--- config.mk ---
export PLATFORM = sky130hd
export DESIGN_NAME = boot_ctrl_flat
export DESIGN_NICKNAME = d
export VERILOG_FILES = /design/src/rtl/boot_ctrl_if.sv /design/src/rtl/boot_ctrl.sv /design/src/flat_wrapper.sv
export SDC_FILE = /design/constraint.sdc
export NUM_CORES = 1
export LEC_CHECK = 0
export CELL_PAD_IN_SITES_DETAIL_PLACEMENT = 2
export CELL_PAD_IN_SITES_GLOBAL_PLACEMENT = 2
export CORE_MARGIN = 3
export CORE_UTILIZATION = 34
export DETAILED_ROUTE_END_ITERATION = 10
export DONT_BUFFER_PORTS = 1
export GPL_TIMING_DRIVEN = 0
export HOLD_SLACK_MARGIN = 0.02
export PLACE_DENSITY = 0.85
export SYNTH_ARGS = -nofsm -noshare
export SYNTH_HDL_FRONTEND = slang
export SYNTH_SLANG_ARGS = --single-unit
export TNS_END_PERCENT = 30
--- constraint.sdc ---
create_clock -name CLK -period 1.7 [get_ports CLK]
set_input_delay 0.17 -clock CLK [delete_from_list [all_inputs] [get_ports CLK]]
set_output_delay 0.17 -clock CLK [all_outputs]
set_load 0.005 [all_outputs]
--- src/rtl/boot_ctrl_if.sv ---
// boot_ctrl_if: program-load stream between a host/loader source and boot_ctrl.
//   load_valid  source -> sink  word valid
//   load_data   source -> sink  instruction word (W bits)
//   load_last   source -> sink  marks final word of the program
//   load_ready  sink -> source  sink can accept a word this cycle
// A beat transfers on any CLK edge where load_valid & load_ready.
interface boot_ctrl_if #(
  parameter int W = 9
);
  logic         load_valid;
  logic [W-1:0] load_data;
  logic         load_last;
  logic         load_ready;

  modport master (
    output load_valid,
    output load_data,
    output load_last,
    input  load_ready
  );

  modport slave (
    input  load_valid,
    input  load_data,
    input  load_last,
    output load_ready
  );
endinterface

--- src/rtl/boot_ctrl.sv ---
// boot_ctrl: program loader and run sequencer in front of the processor.
// Streams instruction words into instruction memory, holds the processor in
// init (cpu_start) for START_CYCLES cycles, then counts run cycles until halt
// or until MAX_CYCLES is reached.
//
// Ports:
//   CLK, reset_n    clock (posedge) / asynchronous active-low reset
//   load            boot_ctrl_if.slave load stream (valid/data/last/ready)
//   imem_we/addr/wdata  instruction memory write port (write on same edge)
//   cpu_start       processor init, active high
//   cpu_halt        processor halt
//   go              single-cycle re-run request (honoured in DONE only)
//   busy, done      status: LOAD/START/RUN, and DONE
//   timeout         last run ended on MAX_CYCLES
//   overflow        last load filled memory without load_last
//   prog_len        words in the loaded program (A+1 bits)
//   cycle_count     run cycles observed with halt low
module boot_ctrl #(
  parameter int          A            = 10,
  parameter int          W            = 9,
  parameter int          START_CYCLES = 2,
  parameter logic [15:0] MAX_CYCLES   = 16'hFFFF
) (
  input  logic          CLK,
  input  logic          reset_n,
  boot_ctrl_if.slave    load,
  output logic          imem_we,
  output logic [A-1:0]  imem_addr,
  output logic [W-1:0]  imem_wdata,
  output logic          cpu_start,
  input  logic          cpu_halt,
  input  logic          go,
  output logic          busy,
  output logic          done,
  output logic          timeout,
  output logic          overflow,
  output logic [A:0]    prog_len,
  output logic [15:0]   cycle_count
);

  typedef enum logic [2:0] {IDLE, LOAD, START, RUN, DONE} state_t;

  localparam int SCW = (START_CYCLES > 1) ? $clog2(START_CYCLES) : 1;
  localparam logic [SCW-1:0] START_LAST = SCW'(START_CYCLES - 1);

  state_t          state_q;
  logic [A-1:0]    wr_ptr_q;
  logic [A:0]      prog_len_q;
  logic            overflow_q;
  logic            timeout_q;
  logic [15:0]     cycle_count_q;
  logic [SCW-1:0]  start_cnt_q;
  logic            cpu_start_q;
  logic            load_ready_q;
  logic            busy_q;
  logic            done_q;

  logic            accept;
  logic            final_beat;
  logic            to_start;
  logic [A-1:0]    wr_ptr_d;
  logic [A:0]      prog_len_d;

  assign accept     = load.load_valid & load_ready_q;
  // wr_ptr is always 0 in IDLE/DONE, so the first beat of a new load lands at
  // address 0 and an immediate load_last yields prog_len = 1.
  assign wr_ptr_d   = wr_ptr_q + A'(1);
  assign prog_len_d = {1'b0, wr_ptr_q} + (A+1)'(1);
  // The top address closes the program even without load_last.
  assign final_beat = accept & (load.load_last | ((state_q == LOAD) & (wr_ptr_q == '1)));
  // A load beat in DONE takes priority over go.
  assign to_start   = final_beat | ((state_q == DONE) & go & ~accept);

  assign imem_we         = accept;
  assign imem_addr       = wr_ptr_q;
  assign imem_wdata      = load.load_data;
  assign load.load_ready = load_ready_q;
  assign cpu_start       = cpu_start_q;
  assign busy            = busy_q;
  assign done            = done_q;
  assign timeout         = timeout_q;
  assign overflow        = overflow_q;
  assign prog_len        = prog_len_q;
  assign cycle_count     = cycle_count_q;

  always_ff @(posedge CLK or negedge reset_n) begin
    if (!reset_n) begin
      state_q       <= IDLE;
      wr_ptr_q      <= '0;
      prog_len_q    <= '0;
      overflow_q    <= 1'b0;
      timeout_q     <= 1'b0;
      cycle_count_q <= '0;
      start_cnt_q   <= '0;
      cpu_start_q   <= 1'b1;
      load_ready_q  <= 1'b1;
      busy_q        <= 1'b0;
      done_q        <= 1'b0;
    end else begin
      case (state_q)
        IDLE, DONE: begin
          if (accept) begin
            overflow_q <= 1'b0;
            if (!load.load_last) begin
              state_q     <= LOAD;
              wr_ptr_q    <= wr_ptr_d;
              cpu_start_q <= 1'b1;
              busy_q      <= 1'b1;
              done_q      <= 1'b0;
            end
          end
        end
        LOAD: begin
          if (accept && !final_beat) begin
            wr_ptr_q <= wr_ptr_d;
          end
        end
        START: begin
          if (start_cnt_q == '0) begin
            state_q     <= RUN;
            cpu_start_q <= 1'b0;
          end else begin
            start_cnt_q <= start_cnt_q - SCW'(1);
          end
        end
        RUN: begin
          if (cpu_halt || (cycle_count_q == MAX_CYCLES)) begin
            state_q      <= DONE;
            timeout_q    <= ~cpu_halt;
            load_ready_q <= 1'b1;
            busy_q       <= 1'b0;
            done_q       <= 1'b1;
          end else begin
            cycle_count_q <= cycle_count_q + 16'd1;
          end
        end
        default: state_q <= IDLE;
      endcase

      // Entry into START overrides the per-state updates above.
      if (to_start) begin
        if (final_beat) begin
          prog_len_q <= prog_len_d;
          overflow_q <= ~load.load_last;
        end
        state_q       <= START;
        wr_ptr_q      <= '0;
        start_cnt_q   <= START_LAST;
        cycle_count_q <= '0;
        timeout_q     <= 1'b0;
        cpu_start_q   <= 1'b1;
        load_ready_q  <= 1'b0;
        busy_q        <= 1'b1;
        done_q        <= 1'b0;
      end
    end
  end

endmodule

--- src/flat_wrapper.sv ---
// flat-port wrapper written by rule: the top's interface ports become plain ports
module boot_ctrl_flat 
#(
  parameter int          A            = 10,
  parameter int          W            = 9,
  parameter int          START_CYCLES = 2,
  parameter logic [15:0] MAX_CYCLES   = 16'hFFFF
)
  (CLK, reset_n, imem_we, imem_addr, imem_wdata, cpu_start, cpu_halt, go, busy, done, timeout, overflow, prog_len, cycle_count, load_load_valid, load_load_data, load_load_last, load_load_ready);
  boot_ctrl_if #(.W(W)) load_i ();
  input  logic CLK;
  input  logic reset_n;
  output logic imem_we;
  output logic [A-1:0] imem_addr;
  output logic [W-1:0] imem_wdata;
  output logic cpu_start;
  input  logic cpu_halt;
  input  logic go;
  output logic busy;
  output logic done;
  output logic timeout;
  output logic overflow;
  output logic [A:0] prog_len;
  output logic [15:0] cycle_count;
  input wire logic [$bits(load_i.load_valid)-1:0] load_load_valid;
  input wire logic [$bits(load_i.load_data)-1:0] load_load_data;
  input wire logic [$bits(load_i.load_last)-1:0] load_load_last;
  output wire logic [$bits(load_i.load_ready)-1:0] load_load_ready;
  assign load_i.load_valid = load_load_valid;
  assign load_i.load_data = load_load_data;
  assign load_i.load_last = load_load_last;
  assign load_load_ready = load_i.load_ready;
  boot_ctrl #(.A(A), .W(W), .START_CYCLES(START_CYCLES), .MAX_CYCLES(MAX_CYCLES)) u_core (.CLK(CLK), .reset_n(reset_n), .load(load_i), .imem_we(imem_we), .imem_addr(imem_addr), .imem_wdata(imem_wdata), .cpu_start(cpu_start), .cpu_halt(cpu_halt), .go(go), .busy(busy), .done(done), .timeout(timeout), .overflow(overflow), .prog_len(prog_len), .cycle_count(cycle_count));
endmodule
==> report_table.html <==
<table>
<tr><th>Metric</th><th>Value</th></tr>
<tr><th colspan="2">Logic synthesis</th></tr>
<tr><td>Synthesized Nets</td><td>283</td></tr>
<tr><td>Number of synthesized register bits</td><td>47</td></tr>
<tr><td>Synthesized area per cell</td><td>9.74 um2</td></tr>
<tr><td>Total number of yosys warnings</td><td>0</td></tr>
<tr><td>Count of different cell masters after synthesis</td><td>56</td></tr>
<tr><td>Sequential element share of the synthesized area</td><td>45.5%</td></tr>
<tr><td>Instance count of the mapped netlist</td><td>266</td></tr>
<tr><td>Share of async-settable or async-resettable flops after synthesis</td><td>100%</td></tr>
<tr><td>Number of flops mapped to enable cells by yosys</td><td>0</td></tr>
<tr><td>Post-Syn Area</td><td>2590 um2</td></tr>
<tr><td>Primary FF master, synth</td><td>dfrtp_1</td></tr>
<tr><th colspan="2">Global route</th></tr>
<tr><td>Global-route wire length before repair</td><td>14,600 um</td></tr>
<tr><td>Maximum number of pins on one net before global-route repair</td><td>48</td></tr>
<tr><td>Overflow after GRT</td><td>0</td></tr>
<tr><td>Antenna violations before repair</td><td>0</td></tr>
<tr><td>Via count of the first global-routing pass</td><td>2,581</td></tr>
<tr><td>Combined global-route utilization of all metal layers</td><td>22.1%</td></tr>
<tr><th colspan="2">Critical path</th></tr>
<tr><td>Crit path largest cell delay</td><td>0.49 ns</td></tr>
<tr><td>Crit path buffers/inverters</td><td>1</td></tr>
<tr><td>Worst setup path category</td><td>reg2reg</td></tr>
<tr><td>Cell type of the slowest stage on the worst timing path</td><td>dfrtp_2</td></tr>
<tr><td>Worst path arrival time</td><td>2.10 ns</td></tr>
<tr><td>Stages on worst setup path</td><td>6</td></tr>
<tr><td>Data required time of the critical path</td><td>1.94 ns</td></tr>
<tr><td>Startpoint type of the worst setup path</td><td>flip-flop</td></tr>
<tr><td>Reg2Reg Setup Slack</td><td>-0.16 ns</td></tr>
<tr><td>Ordered cell list for the critical path</td><td>ha_4, and4_1, and4b_4, buf_6, or4_4, a21oi_2</td></tr>
<tr><td>Category of the worst setup path capture point</td><td>flip-flop</td></tr>
<tr><td>Family with the most delay on the worst path</td><td>simple AND/OR/NAND/NOR gates</td></tr>
<tr><td>Length in cells of the worst reg-to-reg path</td><td>6</td></tr>
<tr><td>Max Fanout on Critical Path</td><td>5</td></tr>
<tr><th colspan="2">Detailed routing</th></tr>
<tr><td>Vias after detailed routing</td><td>2,367</td></tr>
<tr><td>First-iteration detailed-routing DRC count</td><td>125</td></tr>
<tr><td>Number of detailed-route iterations in the first pass</td><td>5</td></tr>
<tr><td>Vias per std cell</td><td>6.08</td></tr>
<tr><td>Wire length per cell after detailed routing</td><td>26.8 um</td></tr>
<tr><td>WL final</td><td>10,400 um</td></tr>
<tr><td>Count of nets left with antenna violations after detail routing</td><td>0</td></tr>
<tr><td>Residual DRC count</td><td>0</td></tr>
<tr><th colspan="2">Status</th></tr>
<tr><td>Result of the run</td><td>complete, but fails checks</td></tr>
<tr><td>Failing checks</td><td>setup timing</td></tr>
<tr><th colspan="2">Power and ir drop</th></tr>
<tr><td>Leakage power of the design</td><td>1.37 nW</td></tr>
<tr><td>Total power after layout</td><td>0.00416 W</td></tr>
<tr><td>Maximum vdd drop</td><td>0.000461 V</td></tr>
<tr><td>Power density cells</td><td>1200 nW/um2</td></tr>
<tr><th colspan="2">Placed design</th></tr>
<tr><td>Count of buffers inserted at the top-level ports</td><td>0</td></tr>
<tr><td>Final Wtd Congestion</td><td>0.739</td></tr>
<tr><td>Setup slack at placement</td><td>-0.483 ns</td></tr>
<tr><td>HPWL reported at the end of detailed placement</td><td>5440 um</td></tr>
<tr><th colspan="2">Timing</th></tr>
<tr><td>Worst Slack Setup Final</td><td>-0.163 ns</td></tr>
<tr><td>Number of pins with negative max-slew slack in the final report</td><td>0</td></tr>
<tr><td>Remaining max-slew budget at the tightest pin</td><td>72.3%</td></tr>
<tr><td>Transition time at the pin with the least slew margin</td><td>0.415 ns</td></tr>
<tr><td>RSZ-0062 raised after global routing</td><td>yes</td></tr>
<tr><td>Clock tree skew after final layout</td><td>0.00708 ns</td></tr>
<tr><td>Fmax</td><td>537 MHz</td></tr>
<tr><td>Setup-violating endpoint count in the final report</td><td>31</td></tr>
<tr><td>Setup TNS</td><td>-2.52 ns</td></tr>
<tr><td>Period utilization</td><td>110%</td></tr>
<tr><td>Final hold viol count</td><td>0</td></tr>
<tr><td>Crit path time final</td><td>1.86 ns</td></tr>
<tr><th colspan="2">Min path</th></tr>
<tr><td>Depth of the worst hold-timing path</td><td>2</td></tr>
<tr><td>Kind of path behind the tightest hold check</td><td>in2reg</td></tr>
<tr><th colspan="2">CTS</th></tr>
<tr><td>CTS root buffer</td><td>clkbuf_8</td></tr>
<tr><td>CTS tree</td><td>built</td></tr>
<tr><td>Clock input transition at the sequential cells of the worst setup and hold paths</td><td>0.09 ns</td></tr>
<tr><td>H-tree level count</td><td>2</td></tr>
<tr><td>Skew-Pair Late Insertion Delay</td><td>0.32 ns</td></tr>
<tr><td>CTS max path bufs</td><td>2</td></tr>
<tr><td># clock sinks</td><td>47</td></tr>
<tr><td>Inserted Clock Buffers</td><td>5</td></tr>
<tr><th colspan="2">Floorplanning</th></tr>
<tr><td>Number of placement rows</td><td>31</td></tr>
<tr><td>Chip Height</td><td>93.3 um</td></tr>
<tr><td>Area of the placeable core</td><td>7330 um2</td></tr>
<tr><td># IOs</td><td>68</td></tr>
<tr><td>Initial Util</td><td>35.3%</td></tr>
<tr><td>Die Span X</td><td>93.3 um</td></tr>
<tr><td>DIE AREA</td><td>8700 um2</td></tr>
<tr><th colspan="2">Layout</th></tr>
<tr><td>Highest-count cells in the layout ignoring fill and taps</td><td>dfrtp_1, nand2_1, buf_4</td></tr>
<tr><td>Ant diodes</td><td>0</td></tr>
<tr><td>Share of cells above drive strength 1</td><td>43.1%</td></tr>
<tr><td>Layout Area Growth over Synthesis</td><td>33.4%</td></tr>
<tr><td>Net total in the final layout</td><td>306</td></tr>
<tr><td>Fillcell total</td><td>744</td></tr>
<tr><td>Most common cell after layout, fill and taps aside</td><td>dfrtp_1</td></tr>
<tr><th colspan="2">Job</th></tr>
<tr><td>Number of max-cap violations</td><td>0</td></tr>
</table>
[layer usage]
layer	vias up	wire length, um	global-route usage, %	share of wire [%]
met2	82	5230	39.2	50
met1	1239	4400	25.5	42
li1	1036	-	-	-
met4	0	195	8.42	1.9
met3	10	587	5.31	5.6
met5	-	0	0	0
[flip-flops by register name, indices dropped and copies added (netlist names)]
name                    flops
u_core.cycle_count         16
u_core.overflow             1
u_core.load.load_ready      1
u_core.done                 1
u_core.state_q              3
u_core.busy                 1
u_core.timeout              1
u_core.prog_len            11
u_core.start_cnt_q          1
u_core.cpu_start            1
u_core.imem_addr           10
[cells in the mapped netlist, types with 2 or more instances]
cell type | n | share of area, %
dfrtp_1 | 45 | 43
nand2_1 | 23 | 3.3
a21oi_1 | 18 | 3.5
nand3_1 | 18 | 3.5
inv_1 | 13 | 1.9
o31ai_1 | 12 | 3.5
or4_1 | 11 | 3.2
buf_4 | 9 | 2.6
mux2_2 | 9 | 3.9
o21ai_0 | 9 | 1.7
a31oi_1 | 6 | 1.4
and3_1 | 5 | 1.2
buf_2 | 5 | 0.97
clkbuf_1 | 5 | 0.72
o22ai_1 | 5 | 1.2
nand4_1 | 4 | 0.97
nor2_1 | 4 | 0.58
and2_1 | 3 | 0.72
and4_1 | 3 | 1.0
buf_6 | 3 | 1.3
clkbuf_2 | 3 | 0.58
nand2b_1 | 3 | 0.72
nor3_1 | 3 | 0.58
or3_1 | 3 | 0.72
xnor2_1 | 3 | 1.0
xor2_1 | 3 | 1.0
a31o_2 | 2 | 0.68
and3b_1 | 2 | 0.68
dfstp_2 | 2 | 2.0
ha_1 | 2 | 0.97
mux2i_1 | 2 | 0.77
nor2b_1 | 2 | 0.48
nor4_1 | 2 | 0.48
o21bai_1 | 2 | 0.58
[where the power goes]
part | switching [W] | internal (W)
Clock | 0.000402 | 0.000290
Sequential | 0.000367 | 0.00140
Combinational | 0.000940 | 0.000754
Total | 0.00171 | 0.00245
[cell families (layout without fill, tap and decap cells)]
logic type | Yosys count | count (layout) | share of synthesized area [%]
AO/OA/AOI/OAI | 68 | 68 | 17.4
XOR/XNOR | 6 | 6 | 2.03
adder cells (fa/ha/maj) | 2 | 2 | 0.966
buffers and inverters | 38 | 62 | 8.07
flip-flops | 47 | 47 | 45.5
multiplexers | 11 | 11 | 4.69
AND/OR/NAND/NOR | 94 | 94 | 21.4
[final cells by class]
cell class              instances  area [um2]  area share, %
multi-input cells             181        1580           45.6
clock buffers                   7        76.3           2.21
clock inverters                 1        5.00          0.145
repair buffers                 18         196           5.68
flip-flops and latches         47        1190           34.5
plain buffers                  23         236           6.84
well taps                      99         124           3.58
inverters                      13        48.8           1.41
[path summary, 6_finish.rpt]
check / end / start
setup / recovery: u_core.cycle_count[7] / u_core.cycle_count[1]
hold / removal: u_core.overflow / load_load_last
setup reg to reg: u_core.cycle_count[7] / u_core.cycle_count[1]
hold reg to reg: u_core.prog_len[5] / u_core.prog_len[5]
max in group asynchronous: u_core.cpu_start / reset_n
min in group asynchronous: u_core.cycle_count[11] / reset_n
[stage by stage]
stage	util, %	area [um2]	cells	hold WS (ns)
2_1_floorplan	-	2620	266	-0.126
3_3_place_gp	37.4	2740	365	-0.124
3_5_place_dp	37.4	2740	365	-0.124
4_1_cts	43.1	3160	384	0.0610
5_1_grt	47.1	3460	389	0.0463
6_report	47.1	3460	389	0.0451
[repair_timing]
item	CTS	global route
endpoints found under the hold margin	48	0
endpoints found under the setup margin	47	46
cloned	1	1
pin swaps	21	20
hold buffers	3	0
setup buffers	8	5
gates resized for setup	68	59
Note: power is estimated with default switching activity, not from simulation.
